--- src/rtl/ex_muldiv_unit.sv ---
// Multi-cycle multiply/divide unit for the EX stage; owns HI/LO and drives the
// hazard unit's ALU_stall/ALU_done handshake.
module ex_muldiv_unit #(
    parameter int MUL_LAT   = 3,
    parameter int DIV_ITERS = 32
) (
    input  logic        clk,
    input  logic        rst,
    input  logic        start,
    input  logic [2:0]  op,
    input  logic [31:0] a,
    input  logic [31:0] b,
    input  logic        ex_stall,
    input  logic        flush,
    output logic        stall_req,
    output logic        done,
    output logic        busy,
    output logic [31:0] hi,
    output logic [31:0] lo
);

    // state | meaning
    // IDLE  | no operation in flight; MTHI/MTLO write here
    // MUL   | waiting out the multiplier latency
    // DIV   | one restoring-division quotient bit per cycle
    // DONE  | result visible on hi/lo, done pulse
    // HOLD  | EX still stalled after DONE; same instruction still present
    typedef enum logic [2:0] {IDLE, MUL, DIV, DONE, HOLD} state_t;

    localparam logic [5:0] MUL_LOAD = 6'(MUL_LAT - 1);
    localparam logic [5:0] DIV_LOAD = 6'(DIV_ITERS - 1);

    state_t      state;
    logic [5:0]  cnt;
    logic        sgn;
    logic [31:0] a_q;
    logic [31:0] b_q;
    logic [31:0] quo;
    logic [31:0] rem;

    logic        is_mul_op;
    logic        is_div_op;
    logic [63:0] ext_a;
    logic [63:0] ext_b;
    logic [63:0] prod;
    logic [31:0] dvs;
    logic [32:0] shifted;
    logic        ge;
    logic [31:0] sub;
    logic [31:0] q_step;
    logic [31:0] r_step;
    logic [31:0] q_fix;
    logic [31:0] r_fix;
    logic [31:0] a_mag;

    assign is_mul_op = (op[2:1] == 2'b00);
    assign is_div_op = (op[2:1] == 2'b01);

    assign stall_req = (state == IDLE && start && !op[2] && !flush)
                     || state == MUL || state == DIV;
    assign busy = (state != IDLE);

    // Sign-extending to 64 bits lets one unsigned multiplier serve MULT and MULTU.
    assign ext_a = {{32{sgn & a_q[31]}}, a_q};
    assign ext_b = {{32{sgn & b_q[31]}}, b_q};
    assign prod  = ext_a * ext_b;

    assign a_mag   = (!op[0] && a[31]) ? -a : a;
    assign dvs     = (sgn && b_q[31]) ? -b_q : b_q;
    assign shifted = {rem, quo[31]};
    assign ge      = (shifted >= {1'b0, dvs});
    // When ge holds the difference is below dvs, so 32 bits suffice.
    assign sub     = shifted[31:0] - dvs;
    assign q_step  = {quo[30:0], ge};
    assign r_step  = ge ? sub : shifted[31:0];
    assign q_fix   = (sgn && (a_q[31] ^ b_q[31])) ? -q_step : q_step;
    assign r_fix   = (sgn && a_q[31]) ? -r_step : r_step;

    always_ff @(posedge clk) begin
        if (rst) begin
            state <= IDLE;
            cnt   <= '0;
            sgn   <= 1'b0;
            a_q   <= '0;
            b_q   <= '0;
            quo   <= '0;
            rem   <= '0;
            hi    <= '0;
            lo    <= '0;
            done  <= 1'b0;
        end else begin
            done <= 1'b0;
            if (flush) begin
                state <= IDLE;
            end else begin
                case (state)
                    IDLE: begin
                        if (start) begin
                            if (is_mul_op) begin
                                a_q   <= a;
                                b_q   <= b;
                                sgn   <= ~op[0];
                                cnt   <= MUL_LOAD;
                                state <= MUL;
                            end else if (is_div_op) begin
                                a_q   <= a;
                                b_q   <= b;
                                sgn   <= ~op[0];
                                quo   <= a_mag;
                                rem   <= '0;
                                cnt   <= DIV_LOAD;
                                state <= DIV;
                            end else if (op == 3'd4) begin
                                hi <= a;
                            end else if (op == 3'd5) begin
                                lo <= a;
                            end
                        end
                    end
                    MUL: begin
                        if (cnt == 6'd0) begin
                            hi    <= prod[63:32];
                            lo    <= prod[31:0];
                            done  <= 1'b1;
                            state <= DONE;
                        end else begin
                            cnt <= cnt - 6'd1;
                        end
                    end
                    DIV: begin
                        quo <= q_step;
                        rem <= r_step;
                        if (cnt == 6'd0) begin
                            if (b_q == 32'd0) begin
                                hi <= a_q;
                                lo <= 32'hFFFF_FFFF;
                            end else begin
                                hi <= r_fix;
                                lo <= q_fix;
                            end
                            done  <= 1'b1;
                            state <= DONE;
                        end else begin
                            cnt <= cnt - 6'd1;
                        end
                    end
                    DONE: state <= ex_stall ? HOLD : IDLE;
                    HOLD: if (!ex_stall) state <= IDLE;
                    default: state <= IDLE;
                endcase
            end
        end
    end

endmodule
--- config.mk ---
export PLATFORM = sky130hd
export DESIGN_NAME = ex_muldiv_unit
export DESIGN_NICKNAME = d
export VERILOG_FILES = /design/src/rtl/ex_muldiv_unit.sv
export SDC_FILE = /design/constraint.sdc
export NUM_CORES = 2
export LEC_CHECK = 0
export BUFFER_PORTS_ARGS = -buffer_cell sky130_fd_sc_hd__buf_4
export CAP_MARGIN = 20
export CORE_MARGIN = 2
export CORE_UTILIZATION = 35
export DETAILED_ROUTE_END_ITERATION = 7
export GPL_ROUTABILITY_DRIVEN = 0
export GPL_TIMING_DRIVEN = 0
export MAX_ROUTING_LAYER = met4
export PLACE_DENSITY = 0.51
export SLEW_MARGIN = 20
export SYNTH_ARGS = -nofsm -noshare
export SYNTH_HDL_FRONTEND = slang
export SYNTH_SLANG_ARGS = --single-unit
--- constraint.sdc ---
create_clock -name clk -period 8.6 [get_ports clk]
set_clock_uncertainty 0.15 [all_clocks]
set_input_delay 1.72 -clock clk [delete_from_list [all_inputs] [get_ports clk]]
set_output_delay 1.72 -clock clk [all_outputs]
set_load 0.01 [all_outputs]
## Yosys cells after proc, flatten, opt, wreduce, memory -nomap -nowiden

Index checks and enable logic that the tools add are counted.

| operators by class | value |
|---|---|
| bitwise logic cells | 6 |
| magnitude comparators | 1 |
| $mul | 1 |
| eq/ne operators | 20 |
| add/sub/neg operators | 6 |
| multiplexer cells | 49 |
| reduce and logical (&&, ||, !) cells | 30 |

Operators by type and width:

| kind | number |
|---|---|
| two-way mux 32 bit | 30 |
| one-hot mux 32 bit (3 select lines) | 2 |
| negator 32 bit | 4 |
| one-hot mux 32 bit (2 select lines) | 2 |
| multiplier 33 x 33 -> 64 bit | 1 |
| >= comparator 33 x 32 -> 1 bit | 1 |
| zero test 32 bit | 1 |
| subtractor 32 bit | 1 |
| two-way mux 6 bit | 4 |
| two-way mux 3 bit | 6 |
| != test 2 bit (second input constant) | 7 |
| one-hot mux 3 bit (4 select lines) | 1 |
| one-hot mux 6 bit (2 select lines) | 1 |
| != test 2 x 1 -> 1 bit (second input constant) | 5 |
| AND reduction 5 bit | 2 |
| equality test 3 bit (second input constant) | 3 |
| AND reduction 9 bit | 1 |
| AND reduction 4 bit | 2 |
| AND reduction 8 bit | 1 |
| logical AND 1 bit | 7 |
| equality test 3 x 2 -> 1 bit (second input constant) | 2 |
| zero test 6 bit | 1 |
| nonzero test 2 bit | 3 |
| nonzero test 3 bit | 2 |
| other kinds (14) | 23 |

| word-level totals | value |
|---|---|
| flip-flop bits (word level) | 203 |
| output and inout bits | 67 |
| bits of input ports | 72 |

## Depth between registers and ports, before layout

| depth | value |
|---|---|
| depth after elaboration | 9 |
| mapped depth | 33 |
| gate-level depth less buffers | 29 |

## Least setup slack after synthesis

OpenSTA, ideal clock, no wires.

| timing path | value |
|---|---|
| path kind | register -> register |
| from | reg a_q[31] |
| to | reg hi[23] |
| library setup time | 116 ps |
| stages on the path, launching flop included | 31 |
| clock period less this slack | 8,413 ps |
| path slack | 187 ps |
| required time | 8,334 ps |
| arrival time | 8,146 ps |
| path through | dfxtp_1 > and2_1 > clkbuf_1 > clkbuf_1 > buf_1 > nand2_1 > inv_1 > fa_1 > inv_1 > fa_1 > inv_1 > fa_1 > fa_1 > inv_1 > fa_1 > inv_1 > fa_1 > inv_1 > fa_1 > fa_1 > inv_1 > ha_1 > nand2_1 > nor2b_1 > and2_1 > and3_1 > a21bo_2 > a31oi_1 > xnor2_1 > a211o_1 > o211a_1 |

| on the way | value |
|---|---|
| cells in the longest elaborated chain, start to end | 5 |

RTL lines:

| item | line | source |
|---|---|---|
| from (decl) | 36 | `logic [31:0] a_q;` |
| from (signal assigned) | 84 | `a_q <= '0;` |
| from (signal assigned) | 100 | `a_q <= a;` |
| from (signal assigned) | 106 | `a_q <= a;` |
| branches (longest 4 deep; another with multiplier 33 x 33 -> 64 bit) | - |  |
| one-hot mux 32 bit (3 select lines) * | 96 | `case (state)` |
| to (signal assigned) | 122 | `hi <= prod[63:32];` |
| to (signal assigned) | 135 | `hi <= a_q;` |
| to (signal assigned) | 138 | `hi <= r_fix;` |
| to (decl) | 18 | `output logic [31:0] hi,` |

Every way passes the cells marked *. The select of a mux whose other input is x is not followed.
A chain may end at the register's enable or synchronous reset.

## Worst setup path after layout

| timing path | value |
|---|---|
| from | reg a_q[24] |
| to | reg hi[30] |

| on the way | value |
|---|---|
| cells in the longest elaborated chain, start to end | 3 |

RTL lines:

| item | line | source |
|---|---|---|
| multiplier 33 x 33 -> 64 bit | 66 | `assign prod = ext_a * ext_b;` |
| two-way mux 32 bit | 121 | `if (cnt == 6'd0) begin` |
| one-hot mux 32 bit (3 select lines) | 96 |  |

No other way between the ends. The select of a mux whose other input is x is not followed.

==> out/qor.txt <==
status: finished with violations
failing checks: DRC, setup timing
via count: 45418
first-pass GRT wire length: 315 mm
Core Footprint: 0.148 sq mm
post-synth cell types: 92
final hold violation count: 0
post-synth top area share: 43.1%
Synth Area per Inst: 8.46 sq um
Peak supply drop: 0.000131 V
CP required: 8.91 ns
final WL: 216 mm
wire length per cell: 26.0 um
fin crit period: 8.62 ns
Crit path max-delay family: adder cells
CTS tree: yes
final worst slack: -0.0230 ns
worst rel slew slack: 17.4%
Area Growth Syn to Fin: 12.5%
maxcap violations: 0
DRC viols: 3
most used cell, CP: fa_1
CP Buf/Inv Count: 7
Post-DP HPWL: 181 mm
I/O Buffers: 125
register area share after synthesis: 7.77%
Hold Worst Slack: 0.322 ns
Yosys reg bits: 203
H-tree levels: 1
number of placement rows: 141
Worst path max stage delay: 0.59 ns
Slew @ Worst Pin: 1.24 ns
antenna-violating nets left: 0
top area cells in the synthesized netlist: fa_1, inv_1, dfxtp_1
number of synthesized flops with an enable pin: 0
Top-Level Pins: 139
Ys Warns: 0
die area: 0.153 sq mm
Placed Instance Area: 0.0557 sq mm
Final Power: 0.00391 W
GRT Total Usage: 29.1%
# clock sinks: 203
Post-Syn Nets: 7634
Clock Root Buffer: clkbuf_16
crit share post-route: 100%
Leak: 27.3 nW
Congestion Overflow GR: 0
Most used DFF post-synth: dfxtp_1
initial antenna violation count: 20
Achievable Freq: 0.116 GHz
cells after synthesis: 6185
Mapped Area: 0.0523 sq mm
critical path arrival: 8.94 ns
Worst setup SP type: flop
CTS buffer count: 21
largest net degree at the start of global routing: 25
initial core utilization: 35.4%
vias in the first global route: 45343
setup violators final: 1
Setup crit end kind: flop
critical setup path kind: reg -> reg
1st-pass router iterations: 8
die width: 391 um
PwrDens: 66.4 mW/mm^2
share of layout cells above drive strength 1: 11.1%
Pins Over Slew Limit: 0
Slowest-stage cell, CP: fa_1
Async SR Flop Fraction: 0%
design area: 0.0589 sq mm
initial drt markers: 4576
Worst-path clk slew: 0.07 ns
chip height: 391 um
HP Class: reg -> reg
Skew-Pair Late Insertion Delay: 0.57 ns
FILL cells: 15258
vias per inst: 5.47
Synth area leader: fa_1
Final Net Count: 7792
RSZ-0062 raised after global routing: yes
crit-path max FO: 10
Bufs on Longest Clock Path: 3
==> routing by layer <==
layer	track usage, %	up-vias	part of all wire (%)
met5	-	-	0
met4	10.9	0	4.8
met3	5.73	440	9.5
met2	43.0	2135	44
met1	39.5	23476	42
li1	-	19367	-
==> layout by cell type (no fill, tap or decap), types with 55 or more instances in the layout <==
| cell | Yosys | layout |
|---|---|---|
| ha_1 | 251 | 218 |
| and2_1 | 360 | 357 |
| xor2_1 | 91 | 89 |
| a21oi_1 | 272 | 253 |
| fa_1 | 1126 | 1108 |
| nor3_1 | 57 | 55 |
| clkbuf_1 | 361 | 135 |
| o21ai_0 | 136 | 120 |
| nor2_1 | 313 | 310 |
| a21o_1 | 61 | 59 |
| dfxtp_1 | 203 | 155 |
| xnor2_1 | 107 | 103 |
| inv_1 | 1160 | 1139 |
| clkbuf_2 | 1 | 69 |
| nand2_1 | 964 | 958 |
| a211oi_1 | 75 | 71 |
| buf_4 | 6 | 215 |
==> synth_stat cells (all sizes together), types with 7 or more instances <==
cell and n:
a221oi 46, or4 15, o21bai 22, o21ai 142, and2 360, a21boi 10, clkbuf 362, a311oi 22
a211oi 79, nor2b 19, nand3b 7, buf 75, a211o 7, a2111oi 16, a41oi 8, fa 1126
a221o 11, nor3 58, xor2 91, o31ai 23, o211ai 14, a21o 61, a22oi 28, nor4 17
nand2b 30, ha 251, dfxtp 203, nand4 28, o21a 16, nand2 965, inv 1161, nand3 34
nor2 314, a21oi 272, o41ai 12, or2 7, mux2i 13, or3 23, and3 29, xnor2 107
a31oi 27
==> sequential cells by signal, indices dropped and copies added (netlist names) <==
| signal | cells |
|---|---|
| a_q | 32 |
| b_q | 32 |
| cnt | 6 |
| done | 1 |
| hi | 32 |
| lo | 32 |
| quo | 32 |
| rem | 32 |
| sgn | 1 |
| state | 3 |
==> timing repair <==
action,4_1_cts,5_1_grt
setup endpoints to repair,42,35
hold buffers,0,0
buffers inserted,32,42
pin swaps,28,73
endpoints found under the hold margin,0,0
resized for setup,516,229
==> power breakdown <==
part           internal, W  leakage [nW]  switching (W)  total [W]
sequential        0.000975          1.68      0.0000679    0.00104
combinational     0.000592          25.3        0.00129    0.00188
clock             0.000518         0.328       0.000464   0.000982
==> worst min-delay path, cell delays in order, from the launching register on <==
cell and delay [ns]:
dfxtp_1 0.32, nand2_1 0.06, a21oi_1 0.05
==> worst paths after layout <==
check                                     startpoint             endpoint  slack [ns]  depth (start not counted)
worst max-delay path            a_q[24]$_SDFFE_PP0P_  hi[30]$_SDFFE_PP0P_       -0.02                         28
worst min-delay path              hi[1]$_SDFFE_PP0P_   hi[1]$_SDFFE_PP0P_        0.32                          2
worst max register to register  a_q[24]$_SDFFE_PP0P_  hi[30]$_SDFFE_PP0P_       -0.02                         28
worst min register to register    hi[1]$_SDFFE_PP0P_   hi[1]$_SDFFE_PP0P_        0.32                          2
==> layout make-up <==
class	count	area, sq um	area share [%]
inverters	1161	4380	7.45
well taps	1930	2410	4.10
diodes	14	35.0	0.0595
clock buffers	24	547	0.929
plain buffers	371	2440	4.15
clock inverters	12	119	0.202
flip-flops and latches	203	4190	7.11
multi-input cells	4384	43200	73.3
repair buffers	201	1590	2.70
==> per-stage QoR <==
step / cells / setup slack [ns] / TNS [ns] / util, %
2_1_floorplan: 6185 / 0.187 / 0 / -
4_1_cts: 8251 / -0.0455 / -0.0521 / 39.1
5_1_grt: 8292 / -0.0485 / -0.133 / 39.8
3_5_place_dp: 8241 / -3.14 / -69.12 / 37.7
3_3_place_gp: 8240 / -3.05 / -79.02 / 37.6
6_report: 8300 / -0.0230 / -0.0230 / 39.8
==> cell families (layout without fill, tap and decap cells) <==
logic type / count (synthesis) / count (layout) / synth area share [%]
simple gates: 1937 / 1937 / 17.1
buf+inv: 1598 / 1769 / 11.6
fa+ha+maj: 1377 / 1377 / 49.1
compound gates: 856 / 856 / 10.8
flops: 203 / 203 / 7.77
xor+xnor: 198 / 198 / 3.31
mux: 16 / 16 / 0.313
other cells: 0 / 14 / 0
Power figures use the tool's default switching activity.
